--- src/rtl/lsu_ctrl.sv ---
// Memory-stage load/store sequencer: issues one req/ack data-memory access per
// aligned load or store, stalls the pipeline until it completes, and formats load data.
module lsu_ctrl #(
    parameter int TIMEOUT_CYCLES = 255
) (
    input  logic        clk,
    input  logic        reset_n,
    input  logic [1:0]  MemWriteM,
    input  logic [1:0]  ResultSrcM,
    input  logic [2:0]  LoadSizeM,
    input  logic [31:0] ALUResultM,
    input  logic [31:0] WriteDataM,
    output logic        StallM,
    output logic [31:0] ReadDataM,
    output logic        MisalignM,
    output logic        BusErrM,
    output logic        dmem_req,
    output logic        dmem_we,
    output logic [31:0] dmem_addr,
    output logic [3:0]  dmem_be,
    output logic [31:0] dmem_wdata,
    input  logic        dmem_ack,
    input  logic [31:0] dmem_rdata,
    input  logic        dmem_err
);
    localparam int CW = $clog2(TIMEOUT_CYCLES + 1);

    typedef enum logic [1:0] {IDLE, REQ, ERR, DONE} state_t;

    state_t        state, state_next;
    logic [CW-1:0] count, count_inc;
    logic          timeout;
    logic [1:0]    offset;
    logic [2:0]    load_size;
    logic          is_store, is_load, access, misaligned;
    logic [1:0]    size;
    logic [3:0]    be_new;
    logic [31:0]   wdata_new;
    logic [15:0]   lane;
    logic [31:0]   load_fmt;

    // size: 0 byte, 1 half, 2 word; a store takes precedence over a load
    always_comb begin
        is_store  = MemWriteM != 2'b00;
        is_load   = ResultSrcM == 2'b01;
        access    = is_store | is_load;
        if (is_store)
            size = MemWriteM - 2'b01;
        else
            size = (LoadSizeM[1:0] == 2'b11) ? 2'b10 : LoadSizeM[1:0];
        misaligned = access && ((size == 2'b01 && ALUResultM[0]) ||
                                (size == 2'b10 && ALUResultM[1:0] != 2'b00));
        be_new    = 4'b1111;
        wdata_new = 32'h0;
        if (is_store) begin
            wdata_new = WriteDataM;
            case (MemWriteM)
                2'b01: begin
                    be_new    = 4'b0001 << ALUResultM[1:0];
                    wdata_new = {4{WriteDataM[7:0]}};
                end
                2'b10: begin
                    be_new    = ALUResultM[1] ? 4'b1100 : 4'b0011;
                    wdata_new = {2{WriteDataM[15:0]}};
                end
                default: ;
            endcase
        end
    end

    always_comb begin
        lane = 16'(dmem_rdata >> {offset, 3'b000});
        case (load_size)
            3'b000:  load_fmt = {{24{lane[7]}}, lane[7:0]};
            3'b001:  load_fmt = {{16{lane[15]}}, lane[15:0]};
            3'b100:  load_fmt = {24'h0, lane[7:0]};
            3'b101:  load_fmt = {16'h0, lane[15:0]};
            default: load_fmt = dmem_rdata;
        endcase
    end

    // An ack on the last allowed REQ cycle still completes the access normally
    always_comb begin
        state_next = state;
        StallM     = 1'b0;
        MisalignM  = 1'b0;
        dmem_req   = 1'b0;
        BusErrM    = 1'b0;
        count_inc  = count + CW'(1);
        timeout    = count_inc == CW'(TIMEOUT_CYCLES);
        case (state)
            IDLE: begin
                if (access) begin
                    if (misaligned) begin
                        MisalignM = 1'b1;
                    end else begin
                        StallM     = 1'b1;
                        state_next = REQ;
                    end
                end
            end
            REQ: begin
                StallM   = 1'b1;
                dmem_req = 1'b1;
                if (dmem_ack)
                    state_next = dmem_err ? ERR : DONE;
                else if (timeout)
                    state_next = ERR;
            end
            ERR: begin
                StallM     = 1'b1;
                BusErrM    = 1'b1;
                state_next = DONE;
            end
            DONE: state_next = IDLE;
            default: state_next = IDLE;
        endcase
    end

    always_ff @(posedge clk or negedge reset_n) begin
        if (!reset_n) begin
            state      <= IDLE;
            count      <= '0;
            offset     <= 2'b00;
            load_size  <= 3'b000;
            dmem_we    <= 1'b0;
            dmem_addr  <= 32'h0;
            dmem_be    <= 4'h0;
            dmem_wdata <= 32'h0;
            ReadDataM  <= 32'h0;
        end else begin
            state <= state_next;
            case (state)
                IDLE: begin
                    if (state_next == REQ) begin
                        count      <= '0;
                        dmem_addr  <= {ALUResultM[31:2], 2'b00};
                        dmem_we    <= is_store;
                        dmem_be    <= be_new;
                        dmem_wdata <= wdata_new;
                        offset     <= ALUResultM[1:0];
                        load_size  <= LoadSizeM;
                    end
                end
                REQ: begin
                    count <= count_inc;
                    if (state_next == DONE)
                        ReadDataM <= load_fmt;
                    else if (state_next == ERR)
                        ReadDataM <= 32'h0;
                end
                default: ;
            endcase
        end
    end
endmodule

--- config.mk ---
export PLATFORM = sky130hd
export DESIGN_NAME = lsu_ctrl
export DESIGN_NICKNAME = d
export VERILOG_FILES = /design/src/rtl/lsu_ctrl.sv
export SDC_FILE = /design/constraint.sdc
export NUM_CORES = 1
export LEC_CHECK = 0
export CAP_MARGIN = 40
export CORE_UTILIZATION = 50
export CTS_CLUSTER_DIAMETER = 80
export DETAILED_ROUTE_END_ITERATION = 6
export PLACE_DENSITY = 0.87
export SLEW_MARGIN = 20
export SYNTH_ARGS = -nofsm -noshare
export SYNTH_HDL_FRONTEND = slang
export SYNTH_SLANG_ARGS = --single-unit
--- constraint.sdc ---
create_clock -name clk -period 4.2 [get_ports clk]
set_clock_uncertainty 0.2 [all_clocks]
set_input_delay 0.84 -clock clk [delete_from_list [all_inputs] [get_ports clk]]
set_output_delay 0.84 -clock clk [all_outputs]
set_load 0.02 [all_outputs]
==> results of run 1 <==
[per-layer routing]
metal  vias up  track usage, %
met5         -               0
met3        19            7.09
li1       2506               -
met1      2682            33.1
met2       195            46.5
met4         0            10.1
[placed cells by master (no fill, tap or decap), types with 3 or more instances in the layout]
cell and n:
sky130_fd_sc_hd__a22o_1 8, sky130_fd_sc_hd__a21oi_1 53, sky130_fd_sc_hd__a221o_1 3, sky130_fd_sc_hd__mux2_4 53
sky130_fd_sc_hd__mux2i_1 26, sky130_fd_sc_hd__o22ai_1 10, sky130_fd_sc_hd__a22oi_1 15, sky130_fd_sc_hd__or3_1 4
sky130_fd_sc_hd__clkbuf_16 17, sky130_fd_sc_hd__clkdlybuf4s50_1 206, sky130_fd_sc_hd__clkbuf_8 4, sky130_fd_sc_hd__nor2_1 22
sky130_fd_sc_hd__nand2_1 47, sky130_fd_sc_hd__o31ai_1 24, sky130_fd_sc_hd__clkinv_2 4, sky130_fd_sc_hd__mux2_2 4
sky130_fd_sc_hd__nand3b_1 4, sky130_fd_sc_hd__ha_1 10, sky130_fd_sc_hd__clkinvlp_4 3, sky130_fd_sc_hd__nand2b_1 11
sky130_fd_sc_hd__nand3_1 13, sky130_fd_sc_hd__buf_4 15, sky130_fd_sc_hd__nor2b_1 13, sky130_fd_sc_hd__inv_1 28
sky130_fd_sc_hd__o21ai_0 35, sky130_fd_sc_hd__and3_1 3, sky130_fd_sc_hd__nor3_1 9, sky130_fd_sc_hd__dfrtp_1 114
[timing repair]
item / 4_1_cts / 5_1_grt
setup endpoints to repair: 0 / 2
gates resized for setup: 0 / 4
buffers inserted: 0 / 0
hold buffers: 0 / 0
[cells in the mapped netlist, types with 7 or more instances]
cell                       number
sky130_fd_sc_hd__nor2b_1       13
sky130_fd_sc_hd__ha_1          10
sky130_fd_sc_hd__buf_12         7
sky130_fd_sc_hd__nand2_1       47
sky130_fd_sc_hd__o31ai_1       24
sky130_fd_sc_hd__a22oi_1       15
sky130_fd_sc_hd__o21ai_0       35
sky130_fd_sc_hd__nor2_1        22
sky130_fd_sc_hd__mux2_4        53
sky130_fd_sc_hd__buf_2          8
sky130_fd_sc_hd__a21oi_1       53
sky130_fd_sc_hd__a22o_1         8
sky130_fd_sc_hd__inv_1         28
sky130_fd_sc_hd__o22ai_1       10
sky130_fd_sc_hd__dfrtp_1      114
sky130_fd_sc_hd__nor3_1        10
sky130_fd_sc_hd__mux2i_1       26
sky130_fd_sc_hd__nand3_1       13
sky130_fd_sc_hd__clkbuf_1      24
sky130_fd_sc_hd__nand2b_1      11
[logic make-up after synthesis]
group                      synth area share (%)
and+or+nand+nor                            11.2
other                                    0.0594
muxes                                      17.8
buffers and inverters                      6.84
DFF                                        45.2
AOI/OAI and AO/OA                          16.9
adders and majority gates                  1.98
[worst max path at each step]
stage	endpoint	start	cells after the start
final	StallM	MemWriteM[0]	10
after CTS	MisalignM	MemWriteM[0]	7
after global placement	MisalignM	MemWriteM[0]	7
after detailed placement	MisalignM	MemWriteM[0]	7
after floorplan	StallM	MemWriteM[0]	8
after global routing	StallM	MemWriteM[0]	10
[state kept, by name, indices dropped and copies added (netlist names)]
| register | cells |
|---|---|
| state | 2 |
| dmem_wdata | 32 |
| offset | 2 |
| dmem_we | 1 |
| ReadDataM | 32 |
| dmem_be | 4 |
| load_size | 3 |
| count | 8 |
| dmem_addr | 30 |
[stage by stage]
step	util, %	cells	cell area (um^2)
after floorplan	-	591	6310
after global placement	69.3	937	8430
after detailed placement	69.6	938	8460
after CTS	74.2	969	9020
after global routing	74.6	970	9070
final	74.6	970	9070
[critical path, delay by kind of cell]
family / cells / cell delay, ps
AOI/OAI and AO/OA: 1 / 150
adders and majority gates: 1 / 220
buffers and inverters: 5 / 1050
and+or+nand+nor: 3 / 430
[report_power, final]
| part | total (W) | switching [W] | internal, W |
|---|---|---|---|
| combinational | 0.00384 | 0.00189 | 0.00195 |
| clock | 0.00137 | 0.000501 | 0.000867 |
| sequential | 0.00199 | 0.000404 | 0.00159 |
| total | 0.00720 | 0.00280 | 0.00441 |
[layout make-up]
type / instances / area (um^2)
fillers: 806 / 3090
multi-input cells: 402 / 3040
flip-flops and latches: 114 / 2850
repair buffers: 227 / 2290
clock buffers: 22 / 484
well taps: 168 / 210
inverters: 28 / 105
clock inverters: 9 / 81.3
==> summary.txt, run 1 <==
YOSYS
--------------------------------------------------------------------------------
Post-synth top area cell .......................................... sky130_fd_sc_hd__dfrtp_1
Average footprint of a synthesized cell ...........................    10.7 um^2
Sequential area share after synthesis .............................        45.2%
Fraction of post-synthesis cell area in the top cell type by area .        45.2%
Number of enable flip-flop cells after synthesis ..................            0
Async set or reset register ratio after synthesis .................         100%
Unique cell type count in the Yosys netlist .......................           56
Total of flip-flops plus latches after synthesis ..................          114
Yosys warns .......................................................            0
Synthesized instance count ........................................          590
Post-synthesis instance area ......................................    6310 um^2
Dominant cells by area after synthesis ............................ sky130_fd_sc_hd__dfrtp_1, sky130_fd_sc_hd__mux2_4, sky130_fd_sc_hd__a21oi_1
Post-synth top flop ............................................... sky130_fd_sc_hd__dfrtp_1

GLOBAL ROUTING
--------------------------------------------------------------------------------
Pin count of the biggest net entering global routing ..............           65
Wire length of the first global-routing pass ......................     27500 um
Global-route usage over all layers ................................        27.2%
Overflow left after global routing ................................            0
Antenna violations before repair ..................................            0
Via count of the first global-routing pass ........................         5417

DETAILED ROUTING
--------------------------------------------------------------------------------
Top Metal Used ....................................................         met4
Per-cell via count in the routed design ...........................         5.57
Routed length per instance ........................................      17.8 um
Antenna violation net count after detailed routing ................            0
Count of TritonRoute iterations in the first routing pass .........            5
Detailed-route via count ..........................................         5402
Total wire length after detailed routing ..........................     17200 um
Detailed-route DRC error count ....................................            0
Routed wire length on met2 ........................................      8760 um
Post-route met1 wirelength ........................................      7220 um
First-iteration detailed-routing DRC count ........................          452
Met3 wire length ..................................................       996 um

STA
--------------------------------------------------------------------------------
Share of the clock period used by the worst path after layout .....        88.5%
Endpoints failing setup ...........................................            0
Final critical delay including setup and external delays ..........      3720 ps
Setup TNS .........................................................         0 ps
Max_slew headroom .................................................        53.7%
Final-report hold violation count .................................            0
Number of max-slew violations in the final report .................            0
Worst Max-Slew Pin Slew ...........................................       694 ps
Final worst-path setup slack ......................................       482 ps
Unrepaired setup endpoints after global routing ...................           no
Highest clock frequency the design can meet .......................      269 MHz
WHS ...............................................................      51.2 ps

PLACE
--------------------------------------------------------------------------------
Port Buffer Count .................................................          209
Half-perimeter wire length of the detailed placement result .......     12400 um
Routability Congestion ............................................        0.898
Worst slack at placement ..........................................      64.6 ps

CLOCK NETWORK
--------------------------------------------------------------------------------
Later-pin clock latency in the skew report ........................       420 ps
Clock slew at reported path FFs ...................................        50 ps
H-tree level count ................................................            4
Clock buffer count from CTS .......................................           17
Max Buffers Root-to-Sink ..........................................            2
Clock tree from TritonCTS .........................................        built
Cell at the root of the clock tree ................................ sky130_fd_sc_hd__clkbuf_16
Sink count of the clock tree ......................................          114

FLOORPLAN
--------------------------------------------------------------------------------
Height of the die .................................................       114 um
Chip Width ........................................................       114 um
Die Footprint .....................................................   13100 um^2
Starting density of the core ......................................        51.9%
Rows ..............................................................           40
IO Pins ...........................................................          212
Core area .........................................................   12200 um^2

PWR
--------------------------------------------------------------------------------
Overall power of the completed layout .............................    0.00720 W
Worst IR Drop VDD .................................................       415 uV
Power per Cell Area ...............................................  794 nW/um^2
Leakage component of the power ....................................      4.11 nW

WORST SETUP PATH
--------------------------------------------------------------------------------
Endpoint of the worst register-to-register path ................... ReadDataM[8]$_DFFE_PN0P_
Crit path required time ...........................................      3160 ps
Largest stage delay on the critical path ..........................       490 ps
Setup slack, reg-to-reg ...........................................      1010 ps
Sequence of cells on the critical path ............................ clkdlybuf4s50_1 -> inv_1 -> ha_1 -> buf_4 -> inv_1 -> o21ai_0 -> nor3_2 -> nor2_1 -> nor2_1 -> dlymetal6s2s_1
Largest fanout on the critical path ...............................            5
Arrival time worst endpoint .......................................      2680 ps
CP startpoint kind ................................................ primary input
Launch point of the worst reg-to-reg path ......................... state[0]$_DFF_PN0_
CP max stage cell ................................................. sky130_fd_sc_hd__clkdlybuf4s50_1
Path type of the worst setup path ................................. primary input to output port
Cell depth of the worst flop-to-flop path .........................            5
Category of the worst setup path capture point ....................  output port

RUN
--------------------------------------------------------------------------------
Max-cap check violation count .....................................            0

MIN PATH
--------------------------------------------------------------------------------
Kind of path behind the tightest hold check ....................... primary input to async pin

CELLS AND AREA
--------------------------------------------------------------------------------
Synthesis-to-finish area growth ...................................        43.8%
Number of diodes ..................................................            0
Layout cells sized above 1 ........................................        15.2%
Layout net count ..................................................          907

OUTCOME
--------------------------------------------------------------------------------
Run status ........................................................ finished, final reports clean

(Power assumes the default switching activity.)
==> inputs of run 2 (changes only) <==
clock period = 4.8 ns   (was 4.2 ns; I/O delays follow)
==> summary.txt, run 2 (synthesis results as in run 1) <==
CELLS AND AREA
-------------------------------------------------------------------------------------
Synthesis-to-finish area growth ........................................        41.8%
Number of fill cells in the layout .....................................          887
Commonest non-fill, non-tap cells in the layout ........................ sky130_fd_sc_hd__clkdlybuf4s50_1, sky130_fd_sc_hd__dfrtp_1, sky130_fd_sc_hd__a21oi_1, sky130_fd_sc_hd__mux2_4, sky130_fd_sc_hd__nand2_1
Number of diodes .......................................................            0
Biggest regs ........................................................... ReadDataM: 32 flops, dmem_wdata: 32 flops, dmem_addr: 30 flops
Layout net count .......................................................          900
Most frequent standard cell in the layout excluding fill and tap cells . sky130_fd_sc_hd__clkdlybuf4s50_1
Layout cells sized above 1 .............................................        14.1%
Post-layout instance count excluding filler cells ......................          962

CLOCK NETWORK
-------------------------------------------------------------------------------------
Later-pin clock latency in the skew report .............................       410 ps
Max Buffers Root-to-Sink ...............................................            2
H-tree level count .....................................................            4
Clock tree from TritonCTS ..............................................        built
Clock buffer count from CTS ............................................           17
Sink count of the clock tree ...........................................          114
Cell at the root of the clock tree ..................................... sky130_fd_sc_hd__clkbuf_16
Clock slew at reported path FFs ........................................        50 ps
Cts-stage hold buffer count ............................................            0

PLACE
-------------------------------------------------------------------------------------
Port Buffer Count ......................................................          209
Total instance count after detailed placement ..........................          932
Half-perimeter wire length of the detailed placement result ............     12400 um
Routability Congestion .................................................        0.857

STA
-------------------------------------------------------------------------------------
Final critical delay including setup and external delays ...............      4570 ps
Unrepaired setup endpoints after global routing ........................           no
Number of max-slew violations in the final report ......................            0
Setup TNS ..............................................................         0 ps
Max_slew headroom ......................................................        53.9%
Final-report hold violation count ......................................            0
Share of the clock period used by the worst path after layout ..........        95.2%
WHS ....................................................................       277 ps
Highest clock frequency the design can meet ............................      219 MHz
Endpoints failing setup ................................................            0
Worst Max-Slew Pin Slew ................................................       692 ps

WORST SETUP PATH
-------------------------------------------------------------------------------------
CP max stage cell ...................................................... sky130_fd_sc_hd__clkdlybuf4s50_1
Arrival time worst endpoint ............................................      3410 ps
Crit path required time ................................................      3640 ps
Path type of the worst setup path ...................................... primary input to output port
Largest stage delay on the critical path ...............................       630 ps
Sequence of cells on the critical path ................................. clkdlybuf4s50_1 -> inv_1 -> ha_1 -> inv_1 -> o21ai_0 -> nor3_2 -> nor2_1 -> nor2_1 -> clkdlybuf4s50_1
Category of the worst setup path capture point .........................  output port
Largest fanout on the critical path ....................................            6
CP startpoint kind ..................................................... primary input

OUTCOME
-------------------------------------------------------------------------------------
Run status ............................................................. finished with violations
Failing checks .........................................................          DRC

DETAILED ROUTING
-------------------------------------------------------------------------------------
Routed length per instance .............................................      18.0 um
First-iteration detailed-routing DRC count .............................          515
Per-cell via count in the routed design ................................         5.55
Count of TritonRoute iterations in the first routing pass ..............            7
Detailed-route via count ...............................................         5336
Detailed-route DRC error count .........................................            1
Antenna violation net count after detailed routing .....................            0
Total wire length after detailed routing ...............................     17300 um

GLOBAL ROUTING
-------------------------------------------------------------------------------------
Overflow left after global routing .....................................            0
Antenna violations before repair .......................................            0
Via count of the first global-routing pass .............................         5250
Wire length of the first global-routing pass ...........................     27000 um
Global-route usage over all layers .....................................        27.0%
Pin count of the biggest net entering global routing ...................           58

MIN PATH
-------------------------------------------------------------------------------------
Kind of path behind the tightest hold check ............................ flop to flop

FLOORPLAN
-------------------------------------------------------------------------------------
IO Pins ................................................................          212
Core area ..............................................................   12200 um^2
Height of the die ......................................................       114 um
Starting density of the core ...........................................        51.9%
Rows ...................................................................           40
Die Footprint ..........................................................   13100 um^2
Chip Width .............................................................       114 um

PWR
-------------------------------------------------------------------------------------
Leakage component of the power .........................................      4.03 nW
Worst IR Drop VDD ......................................................       347 uV
Power per Cell Area ....................................................  700 nW/um^2

RUN
-------------------------------------------------------------------------------------
Max-cap check violation count ..........................................            0

[run 2: routing by layer]
| layer | GRT usage (%) | part of all wire (%) | vias up |
|---|---|---|---|
| met1 | 33.2 | 40 | 2576 |
| met2 | 44.9 | 51 | 231 |
| met5 | 0 | 0 | - |
| met3 | 6.88 | 6.4 | 32 |
| met4 | 11.8 | 2.7 | 0 |
| li1 | - | - | 2497 |
[run 2: final timing paths]
kind / startpoint / end / slack [ps] / cells after the start
max reg2reg: state[0]$_DFF_PN0_ / ReadDataM[14]$_DFFE_PN0P_ / 1520 / 8
min reg2reg: ReadDataM[5]$_DFFE_PN0P_ / ReadDataM[5]$_DFFE_PN0P_ / 280 / 2
min in group asynchronous: reset_n / dmem_addr[10]$_DFFE_PN0P_ / 380 / 1
max in group asynchronous: reset_n / ReadDataM[20]$_DFFE_PN0P_ / 3090 / 2
min: ReadDataM[5]$_DFFE_PN0P_ / ReadDataM[5]$_DFFE_PN0P_ / 280 / 2
max: MemWriteM[0] / StallM / 230 / 9
[run 2: critical path: cells and delay by family]
family | cells | cell delay, ps
compound gates | 1 | 140
simple gates | 3 | 590
buf+inv | 4 | 1430
fa+ha+maj | 1 | 280
[run 2: layout make-up]
cell class | count | area (um^2) | area share [%]
Clock buffer | 24 | 492 | 5.49
Clock inverter | 6 | 55.1 | 0.615
Inverter | 28 | 105 | 1.17
Multi-Input combinational cell | 402 | 3040 | 34.0
Sequential cell | 114 | 2850 | 31.9
Tap cell | 168 | 210 | 2.35
Timing Repair Buffer | 220 | 2190 | 24.5
[run 2: timing repair]
item,in CTS,in global routing
buffers inserted,0,0
setup endpoints to repair,0,2
gates resized for setup,0,2
[run 2: power by group]
group	internal, W	switching, W	total (W)	leakage [nW]
Sequential	0.00139	0.000352	0.00174	1.41
Clock	0.000754	0.000416	0.00117	0.275
Combinational	0.00168	0.00167	0.00335	2.34
[run 2: metrics by stage]
stage | power, W | instance area [um^2] | setup slack [ps] | util, %
global placement | 0.00493 | 8370 | 237 | 68.8
detailed placement | 0.00507 | 8390 | 125 | 69.0
floorplan | 0.00394 | 6310 | 1360 | -
global route | 0.00659 | 8950 | 7.27 | 73.6
CTS | 0.00628 | 8940 | 98.5 | 73.5
finish | 0.00627 | 8950 | 231 | 73.6
